**config.mk**
```make
export PLATFORM = sky130hd
export DESIGN_NAME = mem_arbiter
export DESIGN_NICKNAME = d
export VERILOG_FILES = /design/src/rtl/mem_arbiter.sv
export SDC_FILE = /design/constraint.sdc
export NUM_CORES = 1
export LEC_CHECK = 0
export ABC_AREA = 0
export BUFFER_PORTS_ARGS = -buffer_cell sky130_fd_sc_hd__buf_2
export CAP_MARGIN = 20
export CORE_AREA = 3 3 117 119
export DETAILED_ROUTE_END_ITERATION = 6
export DIE_AREA = 0 0 120 122
export HOLD_SLACK_MARGIN = 0.12
export PLACE_DENSITY = 0.69
export SYNTH_ARGS = -nofsm -noshare
export SYNTH_HDL_FRONTEND = slang
export SYNTH_SLANG_ARGS = --single-unit
```
**constraint.sdc**
```tcl
create_clock -name clk -period 1.6 [get_ports clk]
set_clock_uncertainty 0.1 [all_clocks]
set_input_delay 0.16 -clock clk [delete_from_list [all_inputs] [get_ports clk]]
set_output_delay 0.16 -clock clk [all_outputs]
set_load 0.01 [all_outputs]
```
**src/rtl/mem_arbiter.sv**
```systemverilog
// mem_arbiter: two-master, single-slave arbiter for the shared memory port.
// Master 0 is the CPU and master 1 is a secondary requester such as DMA or a
// loader. One access is granted per slot. Writes complete in their grant
// cycle. Reads wait RD_LAT cycles, and then the owner receives registered
// read data.
// Optional build macro MEMARB_BURST_EN: while master 1 holds m1_lock, it keeps
// priority for up to MAX_BURST consecutive grants. Without the macro, m1_lock
// is ignored and arbitration is pure round-robin.
module mem_arbiter #(
    parameter int               WIDTH     = 32,
    parameter logic [WIDTH-1:0] IO_BASE   = 32'h0000FF00,
    parameter int               RD_LAT    = 1,
    parameter int               MAX_BURST = 4
) (
    input  logic             clk,
    input  logic             reset,
    input  logic             m0_req,
    input  logic             m0_we,
    input  logic [WIDTH-1:0] m0_adr,
    input  logic [WIDTH-1:0] m0_wdata,
    output logic             m0_gnt,
    output logic             m0_rvalid,
    input  logic             m1_req,
    input  logic             m1_we,
    input  logic [WIDTH-1:0] m1_adr,
    input  logic [WIDTH-1:0] m1_wdata,
    output logic             m1_gnt,
    output logic             m1_rvalid,
    input  logic             m1_lock,
    output logic [WIDTH-1:0] rdata,
    output logic [WIDTH-1:0] mem_adr,
    output logic [WIDTH-1:0] mem_wdata,
    output logic             ram_we,
    output logic             io_we,
    input  logic [WIDTH-1:0] ram_rdata,
    input  logic [WIDTH-1:0] io_rdata
);

    // state   | meaning
    // S_IDLE  | free slot: a grant may issue this cycle
    // S_RD_WAIT | read outstanding, counting down the slave latency
    localparam logic [0:0] S_IDLE    = 1'b0;
    localparam logic [0:0] S_RD_WAIT = 1'b1;

    localparam logic [2:0] LAT_INIT = 3'(RD_LAT);

    logic [0:0]       state;
    logic             last_owner;
    logic             rd_owner;
    logic             rd_io_sel;
    logic [WIDTH-1:0] rd_adr;
    logic [2:0]       lat_cnt;

    logic             grant_any;
    logic             pick_m1;
    logic             burst_hold;
    logic             win_we;
    logic [WIDTH-1:0] win_adr;
    logic [WIDTH-1:0] win_wdata;
    logic             win_io;

`ifdef MEMARB_BURST_EN
    localparam int BCW = $clog2(MAX_BURST + 1);

    logic [BCW-1:0] burst_cnt;

    // Count consecutive locked grants to master 1. The count clears when the
    // lock or the request drops, or when the MAX_BURST-th grant is issued.
    always_ff @(posedge clk) begin
        if (reset) begin
            burst_cnt <= '0;
        end else if (!(m1_req && m1_lock)) begin
            burst_cnt <= '0;
        end else if (m1_gnt) begin
            if (burst_cnt == BCW'(MAX_BURST - 1))
                burst_cnt <= '0;
            else
                burst_cnt <= burst_cnt + 1'b1;
        end
    end

    assign burst_hold = (burst_cnt != '0) && m1_lock;
`else
    logic unused_lock;

    assign burst_hold  = 1'b0;
    assign unused_lock = m1_lock | (MAX_BURST < 1);
`endif

    // Pick the winner in IDLE: round-robin on a tie, unless a locked burst
    // from master 1 is in progress.
    always_comb begin
        grant_any = 1'b0;
        pick_m1   = 1'b0;
        if (!reset && state == S_IDLE) begin
            grant_any = m0_req | m1_req;
            if (m0_req && m1_req)
                pick_m1 = burst_hold || !last_owner;
            else
                pick_m1 = m1_req;
        end
    end

    // Mux the winning master onto the slave side and decode RAM vs I/O.
    always_comb begin
        win_we    = pick_m1 ? m1_we    : m0_we;
        win_adr   = pick_m1 ? m1_adr   : m0_adr;
        win_wdata = pick_m1 ? m1_wdata : m0_wdata;
        win_io    = (win_adr >= IO_BASE);
    end

    // Drive grants, strobes, and the slave bus. The read address is held for
    // the whole wait, so a slave with a combinational read sees it steadily.
    always_comb begin
        m0_gnt    = grant_any && !pick_m1;
        m1_gnt    = grant_any &&  pick_m1;
        ram_we    = grant_any &&  win_we && !win_io;
        io_we     = grant_any &&  win_we &&  win_io;
        mem_adr   = '0;
        mem_wdata = '0;
        if (grant_any) begin
            mem_adr   = win_adr;
            mem_wdata = win_we ? win_wdata : '0;
        end else if (!reset && state == S_RD_WAIT) begin
            mem_adr   = rd_adr;
        end
    end

    // Sequence reads: latch the owner and decode at grant, count down the
    // latency, then register the return data and pulse the owner's rvalid.
    always_ff @(posedge clk) begin
        if (reset) begin
            state      <= S_IDLE;
            last_owner <= 1'b1;
            rd_owner   <= 1'b0;
            rd_io_sel  <= 1'b0;
            rd_adr     <= '0;
            lat_cnt    <= '0;
            rdata      <= '0;
            m0_rvalid  <= 1'b0;
            m1_rvalid  <= 1'b0;
        end else begin
            m0_rvalid <= 1'b0;
            m1_rvalid <= 1'b0;
            case (state)
                S_IDLE: begin
                    if (grant_any) begin
                        last_owner <= pick_m1;
                        if (!win_we) begin
                            rd_owner  <= pick_m1;
                            rd_io_sel <= win_io;
                            rd_adr    <= win_adr;
                            lat_cnt   <= LAT_INIT;
                            state     <= S_RD_WAIT;
                        end
                    end
                end
                S_RD_WAIT: begin
                    if (lat_cnt == 3'd1) begin
                        rdata     <= rd_io_sel ? io_rdata : ram_rdata;
                        m0_rvalid <= !rd_owner;
                        m1_rvalid <=  rd_owner;
                        lat_cnt   <= '0;
                        state     <= S_IDLE;
                    end else begin
                        lat_cnt   <= lat_cnt - 3'd1;
                    end
                end
                default: state <= S_IDLE;
            endcase
        end
    end

endmodule
```
==> qor_table.md, run 1 <==
| Group | Metric | Value |
|---|---|---|
| status | Result of the run | complete, but fails checks |
| status | Failing checks | negative setup slack |
| cts | Clock input transition at the sequential cells of the worst setup and hold paths | 0.06 ns |
| sta | Actual transition at the worst max-transition pin | 0.478 ns |
| worst setup path | Cell-by-cell listing of the critical path | a21boi_4, and3_4, o21bai_4, buf_12, buf_8, a21oi_1, buf_2 |
| min path | Endpoint of the worst hold-timing path | rd_adr[16] |
| placement | Post-detail-place hpwl | 12300 um |
| logic synthesis | Post-synthesis cell type count | 35 |
| worst setup path | Start of the worst register-to-register path | last_owner |
| sta | Fin crit share | 1.30 |
| power and ir drop | Sequential cell fraction of total power | 0.334 |
| cts | Clock root buffer | sky130_fd_sc_hd__clkbuf_16 |
| detailed routing | Vias per cell | 4.92 |
| worst setup path | Number of cells on the worst reg-to-reg path | 7 |
| power and ir drop | Comb pwr share | 0.327 |
| detailed routing | DRC Markers | 0 |
| power and ir drop | Power per unit of standard cell area | 704 mW/mm^2 |
| logic synthesis | Sequential fraction of the synthesis area | 0.349 |
| worst setup path | Buffers & Inverters on Critical Path | 3 |
| grt | First-pass GRT wire length | 28800 um |
| floorplanning | Starting utilization of the core area | 0.330 |
| grt | GRT Overall Usage | 0.252 |
| detailed routing | DR iter-0 viols | 170 |
| placement | Port buffer count | 299 |
| power and ir drop | Proportion of total power due to net switching | 0.294 |
| worst setup path | Maximum fanout along the worst path | 8 |
| worst setup path | Critical path data required time | 1.34 ns |
| detailed routing | Vias | 5642 |
| placement | Placed Area | 0.00640 sq mm |
| worst setup path | Reg-to-reg critical path endpoint | rd_adr[28] |
| placement | Final weighted congestion in routability-driven placement | 0.790 |
| power and ir drop | Leakage power total | 0.00413 uW |
| grt | Antenna violations before repair | 0 |
| cts | Number of buffers on the longest clock path | 2 |
| worst setup path | Setup Crit Path Kind | register to primary output |
| final layout | Design area | 0.00851 sq mm |
| worst setup path | Setup crit end kind | primary output |
| logic synthesis | Syn nets | 729 |
| worst setup path | Critical Path Start Type | register |
| cts | CTS tree | yes |
| sta | RSZ-0062 raised after global routing | true |
| cts | CTS buffer count | 9 |
| sta | Fmax | 0.480 GHz |
| logic synthesis | Number of synthesized register bits | 73 |
| sta | Pins Over Slew Limit | 0 |
| floorplanning | Vertical extent of the die | 122 um |
| detailed routing | Antenna-violating nets left | 0 |
| detailed routing | Length of the first detailed-routing pass in iterations | 5 |
| worst setup path | Cell class contributing the biggest share of worst-path delay | compound AO/OA/AOI/OAI gates |
| cts | Clock sink count | 73 |
| min path | Min-delay worst type | input port to register |
| job | Count of maximum capacitance violations | 0 |
| final layout | Fraction of final layout cells sized beyond drive strength 1 | 0.495 |
| min path | Worst Min Path Start | m0_adr[16] |
| power and ir drop | Maximum ir drop on the vdd rail | 0.586 mV |
| power and ir drop | Clock power share | 0.339 |
| final layout | P&R area growth vs syn | 103% |
| worst setup path | Setup slack, reg-to-reg | -0.29 ns |
| cts | H-tree depth | 3 |
| sta | Slew headroom | 0.678 |
| sta | Final worst slack | -0.483 ns |
| final layout | Number of nets in the finished design | 1169 |
| final layout | Core occupancy in the finished layout | 0.671 |
| detailed routing | Routed wire length | 19700 um |
| power and ir drop | Internal power | 4230 uW |
| worst setup path | Arrival time at the worst endpoint | 1.82 ns |
| worst setup path | Worst path max stage delay | 0.34 ns |
| power and ir drop | Net switching power | 1760 uW |
| logic synthesis | Post-Synthesis Cell Area | 0.00419 sq mm |
| placement | Worst setup timing slack at the placement stage | -0.297 ns |
| detailed routing | Wirelength per Cell | 17.2 um |
| cts | Worst-skew pair later-pin latency | 0.33 ns |
| grt | Via count of the first global-routing pass | 5649 |
| logic synthesis | Synthesized instance count | 528 |
| grt | Total congestion overflow | 0 |
| floorplanning | Area of the core | 0.0127 sq mm |
| floorplanning | # rows | 41 |
| sta | Count of final hold-check violations | 0 |
| min path | Worst Hold Path Cells | 4 |
| sta | Min Clock Period, post-route | 2.08 ns |
| worst setup path | Slowest CP cell | sky130_fd_sc_hd__dfxtp_2 |
| floorplanning | Horiz. Die Dim | 120 um |
| logic synthesis | Number of synthesis warnings | 0 |
| sta | Number of endpoints failing setup at the final stage | 102 |
| floorplanning | Die Footprint | 0.0146 sq mm |
| logic synthesis | Avg Synthesized Cell Area | 7.93 sq um |
| floorplanning | Io pins | 301 |
| grt | Maximum number of pins on one net before global-route repair | 35 |
## power by group through the flow
stage	logic [uW]	clock network [uW]	registers (uW)
after floorplan	716	0	2030
final	1960	2030	2000
after detailed placement	1380	0	2040
after global placement	1370	0	2030
after global routing	2090	2140	2010
after CTS	1810	2070	2000
## repair_timing
item,4_1_cts,5_1_grt
hold buffers,84,0
cloned,6,4
hold endpoints to repair,45,0
setup endpoints to repair,102,105
buffers inserted,17,1
resized for setup,87,48
pin swaps,5,6
## cells in the mapped netlist, drive strengths merged
library cell  instances  area, sq um
a21boi                2         18.8
a21oi                36          180
a31oi                 1         6.26
and3                  1         11.3
buf                  15          110
clkbuf               26         97.6
dfxtp                73         1460
ha                    2         25.0
inv                   6         22.5
mux2i                97          971
nand2               133          499
nand2b               33          206
nand3                 1         5.00
nand4                 6         37.5
nor2                  8         46.3
nor2b                 3         18.8
nor3                  1         5.00
nor4                  8         50.1
nor4bb                1         10.0
o2111ai               1         8.76
o211ai                1         7.51
o21a                  1         7.51
o21ai                66          330
o21bai                1         7.51
o32ai                 1         8.76
o41ai                 2         17.5
or3                   1         6.26
or3b                  1         8.76
## cells by family after synthesis
| logic type | Yosys count | share of synthesized area |
|---|---|---|
| buffers and inverters | 47 | 0.0550 |
| adders and majority gates | 2 | 0.00598 |
| and+or+nand+nor | 197 | 0.216 |
| DFF | 73 | 0.349 |
| AOI/OAI and AO/OA | 112 | 0.142 |
| muxes | 97 | 0.232 |
## per-layer routing
metal	vias up	routed length, um	share of wire	GRT usage
li1	2703	-	-	-
met1	2580	7060	0.36	0.253
met2	288	10400	0.53	0.473
met3	71	1480	0.075	0.0682
met4	0	759	0.038	0.132
met5	-	0	0	0
## final cells by class
class	count	area [sq um]
repair buffers	470	3510
diodes	1	2.50
well taps	172	215
inverters	6	30.0
multi-input cells	408	2980
clock buffers	10	229
fillers	1006	4160
flip-flops and latches	73	1470
clock inverters	6	67.6
## placed cells by master (no fill, tap or decap), types with 3 or more instances in the layout
cell type	netlist	final
sky130_fd_sc_hd__buf_2	7	285
sky130_fd_sc_hd__nand2_1	133	129
sky130_fd_sc_hd__dlygate4sd3_1	0	84
sky130_fd_sc_hd__mux2i_1	97	70
sky130_fd_sc_hd__dfxtp_1	73	70
sky130_fd_sc_hd__buf_4	2	49
sky130_fd_sc_hd__o21ai_0	65	37
sky130_fd_sc_hd__nand2b_1	33	33
sky130_fd_sc_hd__o21ai_1	1	28
sky130_fd_sc_hd__buf_6	5	24
sky130_fd_sc_hd__a21oi_2	0	22
sky130_fd_sc_hd__mux2i_2	0	17
sky130_fd_sc_hd__clkbuf_16	0	13
sky130_fd_sc_hd__buf_12	0	13
sky130_fd_sc_hd__a21oi_4	0	11
sky130_fd_sc_hd__mux2i_4	0	10
sky130_fd_sc_hd__nor4_1	8	8
sky130_fd_sc_hd__nand4_1	6	6
sky130_fd_sc_hd__inv_1	5	5
sky130_fd_sc_hd__nor2_1	7	5
sky130_fd_sc_hd__buf_16	0	5
sky130_fd_sc_hd__buf_8	0	5
sky130_fd_sc_hd__a21oi_1	36	3
## sequential cells by signal, indices dropped and copies added, names as in the netlist
| register | cells |
|---|---|
| rd_adr | 32 |
| m1_rvalid | 1 |
| lat_cnt | 3 |
| rdata | 32 |
| m0_rvalid | 1 |
| rd_io_sel | 1 |
| state | 1 |
| rd_owner | 1 |
| last_owner | 1 |
## tightest hold or removal path, stage by stage
cell and delay (ns):
sky130_fd_sc_hd__buf_2 0.09, sky130_fd_sc_hd__buf_4 0.10, sky130_fd_sc_hd__mux2i_2 0.06, sky130_fd_sc_hd__mux2i_1 0.11
## worst max-delay path by stage
stage | cells past startpoint | startpoint | to | slack [ns]
3_3_place_gp | 7 | m0_adr[19] | ram_we | -0.29
4_1_cts | 8 | last_owner | ram_we | -0.46
6_report | 7 | last_owner | mem_wdata[0] | -0.48
2_1_floorplan | 7 | state | rd_io_sel | -0.02
3_5_place_dp | 7 | m0_adr[19] | ram_we | -0.30
5_1_grt | 6 | last_owner | mem_adr[31] | -0.55
## stage by stage
step | TNS (ns) | total power (uW) | hold slack, ns | cells
after global routing | -43.70 | 6240 | 0.156 | 1145
final | -36.48 | 5990 | 0.138 | 1146
after global placement | -13.57 | 3400 | 0.329 | 1020
after detailed placement | -18.63 | 3420 | 0.337 | 1020
after CTS | -34.38 | 5880 | 0.114 | 1141
after floorplan | -0.339 | 2740 | 0.244 | 528
(Power assumes the default switching activity.)
==> run 2, diff against run 1 <==
--- a/config.mk
+++ b/config.mk
@@ -7,12 +7,12 @@
 export LEC_CHECK = 0
 export ABC_AREA = 0
 export BUFFER_PORTS_ARGS = -buffer_cell sky130_fd_sc_hd__buf_2
-export CAP_MARGIN = 20
+export CAP_MARGIN = 5
 export CORE_AREA = 3 3 117 119
 export DETAILED_ROUTE_END_ITERATION = 6
 export DIE_AREA = 0 0 120 122
 export HOLD_SLACK_MARGIN = 0.12
-export PLACE_DENSITY = 0.69
+export PLACE_DENSITY_LB_ADDON = 0.08
 export SYNTH_ARGS = -nofsm -noshare
 export SYNTH_HDL_FRONTEND = slang
 export SYNTH_SLANG_ARGS = --single-unit
==> qor_table.md, run 2 (synthesis gave the netlist of run 1 again) <==
| Group | Metric | Value | Delta |
|---|---|---|---|
| cts | Clock input transition at the sequential cells of the worst setup and hold paths | 0.05 ns | about the same |
| power and ir drop | Post-route total power | 6040 uW | +0.96% |
| detailed routing | Antenna-violating nets left | 0 | unchanged |
| cts | Number of buffers on the longest clock path | 2 | unchanged |
| final layout | Post-Layout Cell Count | 1130 | -1.4% |
| sta | Actual transition at the worst max-transition pin | 0.366 ns | -0.112 ns |
| worst setup path | Cell-by-cell listing of the critical path | a21boi_4, buf_6, and3_4, o21bai_4, buf_12, buf_12, a21oi_4, buf_2 |  |
| grt | GRT Overall Usage | 0.232 | -0.0197 |
| job | Count of maximum capacitance violations | 0 | unchanged |
| sta | RSZ-0062 raised after global routing | true |  |
| grt | Maximum number of pins on one net before global-route repair | 35 | unchanged |
| final layout | Biggest regs | rd_adr x32, rdata x32, lat_cnt x3 |  |
| power and ir drop | Power per unit of standard cell area | 734 mW/mm^2 | +4.3% |
| detailed routing | DR iter-0 viols | 137 | -19% |
| placement | Post-detail-place hpwl | 12100 um | -1.5% |
| floorplanning | Area of the core | 0.0127 sq mm | unchanged |
| worst setup path | Library cell appearing most often on the critical path | sky130_fd_sc_hd__buf_12 |  |
| detailed routing | Vias | 5524 | -2.1% |
| grt | Total congestion overflow | 0 | unchanged |
| grt | Via count of the first global-routing pass | 5680 | +0.55% |
| sta | Final worst slack | -0.467 ns | +0.0161 ns |
| power and ir drop | Maximum ir drop on the vdd rail | 0.434 mV | -26% |
| detailed routing | Length of the first detailed-routing pass in iterations | 4 | -1 |
| sta | Pins Over Slew Limit | 0 | unchanged |
| cts | Clock root buffer | sky130_fd_sc_hd__clkbuf_16 |  |
| placement | Port buffer count | 299 | unchanged |
| final layout | Number of nets in the finished design | 1154 | -1.3% |
| detailed routing | DRC Markers | 0 | unchanged |
| final layout | P&R area growth vs syn | 96.8% |  |
| sta | Min Clock Period, post-route | 2.07 ns | -0.0161 ns |
| worst setup path | Critical Path Start Type | register |  |
| sta | Count of final hold-check violations | 0 | unchanged |
| cts | H-tree depth | 3 | unchanged |
| worst setup path | Arrival time at the worst endpoint | 1.81 ns | about the same |
| final layout | Most common cell after layout, fill and taps aside | sky130_fd_sc_hd__buf_2 |  |
| grt | Antenna violations before repair | 0 | unchanged |
| worst setup path | Setup crit end kind | primary output |  |
| placement | Worst setup timing slack at the placement stage | -0.329 ns | -0.0322 ns |
| final layout | Filler cell count | 1054 | +4.8% |
| status | Failing checks | negative setup slack |  |
| detailed routing | Wirelength per Cell | 16.5 um | -4.0% |
| worst setup path | Critical path data required time | 1.34 ns | about the same |
| detailed routing | Vias per cell | 4.89 | -0.71% |
| worst setup path | Worst path max stage delay | 0.33 ns | about the same |
| floorplanning | # rows | 41 | unchanged |
| power and ir drop | Leakage power total | 0.00403 uW | -2.3% |
| worst setup path | Slowest CP cell | sky130_fd_sc_hd__dfxtp_2 |  |
| floorplanning | Die Footprint | 0.0146 sq mm | unchanged |
| status | Result of the run | complete, but fails checks |  |
| floorplanning | Starting utilization of the core area | 0.330 | unchanged |
| floorplanning | Vertical extent of the die | 122 um | unchanged |
| final layout | Commonest cells after routing, fill and taps aside | sky130_fd_sc_hd__buf_2, sky130_fd_sc_hd__nand2_1, sky130_fd_sc_hd__dlygate4sd3_1 |  |
| grt | First-pass GRT wire length | 27000 um | -6.3% |
| sta | Fin crit share | 1.29 | -0.0101 |
| worst setup path | Maximum fanout along the worst path | 8 | unchanged |
| final layout | Antenna diodes | 0 | -1 |
| cts | CTS buffer count | 9 | unchanged |
| placement | Final weighted congestion in routability-driven placement | 0.793 | +0.28% |
| sta | Fmax | 0.484 GHz | +0.78% |
| sta | Number of endpoints failing setup at the final stage | 102 | unchanged |
| detailed routing | Routed wire length | 18700 um | -5.4% |
| sta | Hold Worst Slack | 0.134 ns | -0.00394 ns |
| cts | CTS tree | yes |  |
| placement | Placed cell count | 1012 | -0.78% |
| final layout | Fraction of final layout cells sized beyond drive strength 1 | 0.486 | -0.00895 |
| sta | Final sum of negative setup slack | -34.18 ns | +2.30 ns |
| min path | Min-delay worst type | input port to register |  |
| worst setup path | Setup Crit Path Kind | register to primary output |  |
| sta | Slew headroom | 0.753 | +0.0751 |
| cts | Worst-skew pair later-pin latency | 0.33 ns | about the same |
| cts | Clock sink count | 73 | unchanged |
| floorplanning | Horiz. Die Dim | 120 um | unchanged |
| floorplanning | Io pins | 301 | unchanged |
==> run 2: changes by cell type in the layout (fill, tap and decap cells not counted), moves of 4 or more <==
cell,before,now
sky130_fd_sc_hd__buf_2,285,290
sky130_fd_sc_hd__buf_8,5,0
sky130_fd_sc_hd__mux2i_1,70,74
sky130_fd_sc_hd__buf_6,24,14
sky130_fd_sc_hd__mux2i_4,10,5
==> run 2: per-layer routing <==
layer	vias up	track usage	routed length, um
met4	0	0.128	882
met1	2522	0.235	6740
li1	2672	-	-
met3	68	0.0469	1150
met2	262	0.443	9910
met5	-	0	0
==> run 2: area by class of cell <==
cell class | count | area [sq um] | share of cell area
Timing Repair Buffer | 455 | 3270 | 0.397
Multi-Input combinational cell | 408 | 2930 | 0.355
Sequential cell | 73 | 1470 | 0.178
Clock buffer | 12 | 256 | 0.0311
Tap cell | 172 | 215 | 0.0261
Clock inverter | 4 | 75.1 | 0.00912
Inverter | 6 | 25.0 | 0.00304
==> run 2: timing repair <==
action,4_1_cts,5_1_grt
gates cloned,6,3
resized for setup,59,36
pin swaps,4,4
endpoints found under the hold margin,42,0
endpoints found under the setup margin,102,104
hold buffers,83,0
setup buffers,9,1
==> run 2: per-stage QoR <==
step                area [sq um]  utilization
finish                      8240        0.650
global route                8240        0.650
CTS                         7950        0.627
detailed placement          6350        0.501
global placement            6350        0.501
floorplan                   4340            -
==> run 2: critical path, delay by kind of cell (launching register included) <==
family / cells / cell delay (ns)
buffers and inverters: 4 / 0.57
AO/OA/AOI/OAI: 3 / 0.38
flip-flops: 1 / 0.33
AND/OR/NAND/NOR: 1 / 0.19
==> run 2: where the power goes <==
part	leakage [uW]	switching [uW]	total [uW]	internal (uW)
Combinational	0.00328	840	1840	1000
Sequential	0.000596	65.4	2000	1940
Clock	0.000155	751	2200	1450
Total	0.00403	1660	6040	4390
==> run 2: final timing paths <==
path,startpoint,end,slack [ns],cells after the start
worst max register to register,last_owner,rd_adr[12],-0.31,8
worst min register to register,rdata[3],rdata[3],0.34,2
worst max-delay path,last_owner,mem_wdata[18],-0.47,8
worst min-delay path,reset,rd_owner,0.13,4
==> run 3, diff against run 2 <==
--- a/config.mk
+++ b/config.mk
@@ -8,11 +8,15 @@
 export ABC_AREA = 0
 export BUFFER_PORTS_ARGS = -buffer_cell sky130_fd_sc_hd__buf_2
 export CAP_MARGIN = 5
-export CORE_AREA = 3 3 117 119
+export CELL_PAD_IN_SITES_DETAIL_PLACEMENT = 1
+export CELL_PAD_IN_SITES_GLOBAL_PLACEMENT = 1
+export CORE_ASPECT_RATIO = 1.5
+export CORE_MARGIN = 3
+export CORE_UTILIZATION = 25
 export DETAILED_ROUTE_END_ITERATION = 6
-export DIE_AREA = 0 0 120 122
 export HOLD_SLACK_MARGIN = 0.12
 export PLACE_DENSITY_LB_ADDON = 0.08
+export SKIP_LAST_GASP = 1
 export SYNTH_ARGS = -nofsm -noshare
 export SYNTH_HDL_FRONTEND = slang
 export SYNTH_SLANG_ARGS = --single-unit
==> qor_table.md, run 3 (synthesis gave the netlist of run 1 again) <==
| Group | Metric | Value | Delta |
|---|---|---|---|
| sta | RSZ-0062 raised after global routing | true |  |
| detailed routing | Antenna-violating nets left | 0 | unchanged |
| worst setup path | Library cell appearing most often on the critical path | sky130_fd_sc_hd__buf_6 |  |
| worst setup path | Maximum fanout along the worst path | 5 | -3 |
| cts | H-tree depth | 3 | unchanged |
| sta | Min Clock Period, post-route | 2.09 ns | +0.0258 ns |
| sta | Fin crit share | 1.31 | +0.0161 |
| floorplanning | Io pins | 301 | unchanged |
| floorplanning | Die Footprint | 0.0184 sq mm | +25% |
| sta | Fmax | 0.478 GHz | -1.2% |
| final layout | Core occupancy in the finished layout | 0.530 | -0.120 |
| floorplanning | Starting utilization of the core area | 0.256 | -0.0740 |
| worst setup path | Reg-to-reg critical path endpoint | rd_adr[29] |  |
| sta | Count of final hold-check violations | 0 | unchanged |
| cts | Clock sink count | 73 | unchanged |
| floorplanning | Area of the core | 0.0163 sq mm | +29% |
| worst setup path | Number of cells on the worst reg-to-reg path | 9 | +1 |
| cts | Worst-skew pair later-pin latency | 0.34 ns | about the same |
| final layout | Register area | 0.00147 sq mm | +0.17% |
| sta | Final worst slack | -0.492 ns | -0.0258 ns |
| min path | Min-delay worst type | input port to register |  |
| final layout | Biggest regs | rd_adr x32, rdata x32, lat_cnt x3 |  |
| detailed routing | DR iter-0 viols | 166 | +21% |
| grt | Maximum number of pins on one net before global-route repair | 43 | +23% |
| worst setup path | Critical Path Sink | ram_we |  |
| final layout | Commonest cells after routing, fill and taps aside | sky130_fd_sc_hd__buf_2, sky130_fd_sc_hd__nand2_1, sky130_fd_sc_hd__dfxtp_1 |  |
| worst setup path | Setup slack, reg-to-reg | -0.41 ns | -0.10 ns |
| sta | Slew headroom | 0.712 | -0.0416 |
| cts | Clock root buffer | sky130_fd_sc_hd__clkbuf_16 |  |
| status | Result of the run | complete, but fails checks |  |
| cts | Clock input transition at the sequential cells of the worst setup and hold paths | 0.06 ns | about the same |
| worst setup path | Worst path max stage delay | 0.34 ns | about the same |
| sta | Number of endpoints failing setup at the final stage | 105 | +2.9% |
| grt | Total congestion overflow | 0 | unchanged |
| detailed routing | Wirelength per Cell | 18.7 um | +13% |
| detailed routing | Vias per cell | 4.76 | -2.6% |
| detailed routing | Vias | 5639 | +2.1% |
| power and ir drop | Power per unit of standard cell area | 699 mW/mm^2 | -4.7% |
| final layout | Number of nets in the finished design | 1173 | +1.6% |
| detailed routing | Length of the first detailed-routing pass in iterations | 4 | unchanged |
| worst setup path | Setup crit end kind | primary output |  |
| cts | CTS tree | yes |  |
| sta | Hold Worst Slack | 0.0929 ns | -0.0414 ns |
| floorplanning | Horiz. Die Dim | 112 um | -7.0% |
| final layout | Area occupied by multi-input gates | 0.00314 sq mm | +7.3% |
| worst setup path | Setup Crit Path Kind | register to primary output |  |
| grt | GRT Overall Usage | 0.217 | -0.0147 |
| floorplanning | # rows | 57 | +39% |
| placement | Final weighted congestion in routability-driven placement | 0.829 | +4.6% |
| worst setup path | Slowest CP cell | sky130_fd_sc_hd__dfxtp_2 |  |
| floorplanning | Vertical extent of the die | 164 um | +35% |
| cts | CTS buffer count | 9 | unchanged |
| grt | Antenna violations before repair | 1 | +1 |
| cts | Number of buffers on the longest clock path | 2 | unchanged |
| job | Count of maximum capacitance violations | 0 | unchanged |
| worst setup path | Arrival time at the worst endpoint | 1.83 ns | +0.02 ns |
| grt | Via count of the first global-routing pass | 6143 | +8.2% |
| power and ir drop | Leakage power total | 0.00419 uW | +3.8% |
| worst setup path | Worst Setup SP | last_owner |  |
| final layout | P&R area growth vs syn | 107% |  |
| sta | Pins Over Slew Limit | 0 | unchanged |
| final layout | Most common cell after layout, fill and taps aside | sky130_fd_sc_hd__buf_2 |  |
| status | Failing checks | negative setup slack |  |
| worst setup path | Critical Path Start Type | register |  |
| worst setup path | Start of the worst register-to-register path | last_owner |  |
| final layout | Fraction of final layout cells sized beyond drive strength 1 | 0.530 | +0.0438 |
| placement | Port buffer count | 299 | unchanged |
| worst setup path | Cell-by-cell listing of the critical path | a21boi_4, buf_6, and3_4, o21bai_4, buf_6, buf_6, nor2b_1, buf_4 |  |
| sta | Actual transition at the worst max-transition pin | 0.432 ns | +0.0658 ns |
| detailed routing | Routed wire length | 22200 um | +19% |
| worst setup path | Critical path data required time | 1.34 ns | about the same |
| detailed routing | DRC Markers | 0 | unchanged |
| placement | Post-detail-place hpwl | 14400 um | +19% |
| power and ir drop | Maximum ir drop on the vdd rail | 0.511 mV | +18% |
| grt | First-pass GRT wire length | 32000 um | +18% |
| final layout | Filler cell count | 1932 | +83% |
-- run 3: cell types whose count changed in the layout (fill, tap and decap cells not counted), moves of 6 or more --
cell / before / now
sky130_fd_sc_hd__dlygate4sd3_1: 83 / 67
sky130_fd_sc_hd__o21ai_2: 3 / 12
sky130_fd_sc_hd__mux2i_4: 5 / 20
sky130_fd_sc_hd__buf_4: 47 / 67
sky130_fd_sc_hd__mux2i_1: 74 / 68
sky130_fd_sc_hd__buf_6: 14 / 27
sky130_fd_sc_hd__o21ai_1: 29 / 19
sky130_fd_sc_hd__mux2i_2: 18 / 9
sky130_fd_sc_hd__clkbuf_16: 11 / 18
-- run 3: worst min-delay path by stage --
stage / endpoint / slack (ns) / cells after the start / startpoint
2_1_floorplan: rd_owner / 0.24 / 2 / m1_req
3_3_place_gp: rdata[16] / 0.33 / 2 / rdata[16]
4_1_cts: rd_adr[6] / 0.13 / 4 / m1_adr[6]
6_report: rd_adr[29] / 0.09 / 3 / m0_adr[29]
3_5_place_dp: rdata[8] / 0.34 / 2 / rdata[8]
5_1_grt: rd_adr[29] / 0.12 / 3 / m0_adr[29]
-- run 3: final cells by class --
cell class                      instances  area share
Sequential cell                        73       0.170
Clock inverter                          6     0.00780
Multi-Input combinational cell        408       0.362
Antenna cell                            1    0.000289
Clock buffer                           10      0.0264
Inverter                                6     0.00347
Timing Repair Buffer                  474       0.400
Tap cell                              206      0.0298
-- run 3: where the power goes --
part           leakage, uW  switching [uW]  internal, uW  total (uW)
clock             0.000139             825          1210        2040
sequential        0.000596            69.1          1940        2000
combinational      0.00345             928          1080        2010
-- run 3: routing by layer --
metal  GRT usage  vias to the layer above  part of all wire
met3      0.0561                       38             0.063
met4      0.0775                        0             0.025
met5           0                        -                 0
met2       0.425                      235              0.56
li1            -                     2707                 -
met1       0.218                     2659              0.35
-- run 3: what timing repair did --
action / in CTS / in global routing
pin swaps: 5 / 12
setup endpoints to repair: 105 / 108
resized for setup: 62 / 92
buffers inserted: 8 / 18
hold buffers: 67 / 0
hold endpoints to repair: 34 / 0
gates cloned: 3 / 11
-- run 3: worst max-delay path: cells and delay by family, from the launching register on --
kind | cells | cell delay (ns)
compound gates | 2 | 0.31
buf+inv | 4 | 0.54
flops | 1 | 0.34
simple gates | 2 | 0.30
-- run 3: through the flow --
step	instances	setup WS, ns	area [sq um]	TNS [ns]	total power [uW]
finish	1184	-0.492	8660	-39.27	6060
global route	1184	-0.565	8660	-47.84	6350
CTS	1161	-0.534	7940	-46.25	5870
detailed placement	1068	-0.338	6570	-16.24	3500
global placement	1068	-0.283	6570	-10.66	3460
floorplan	528	-0.0173	4340	-0.339	2740
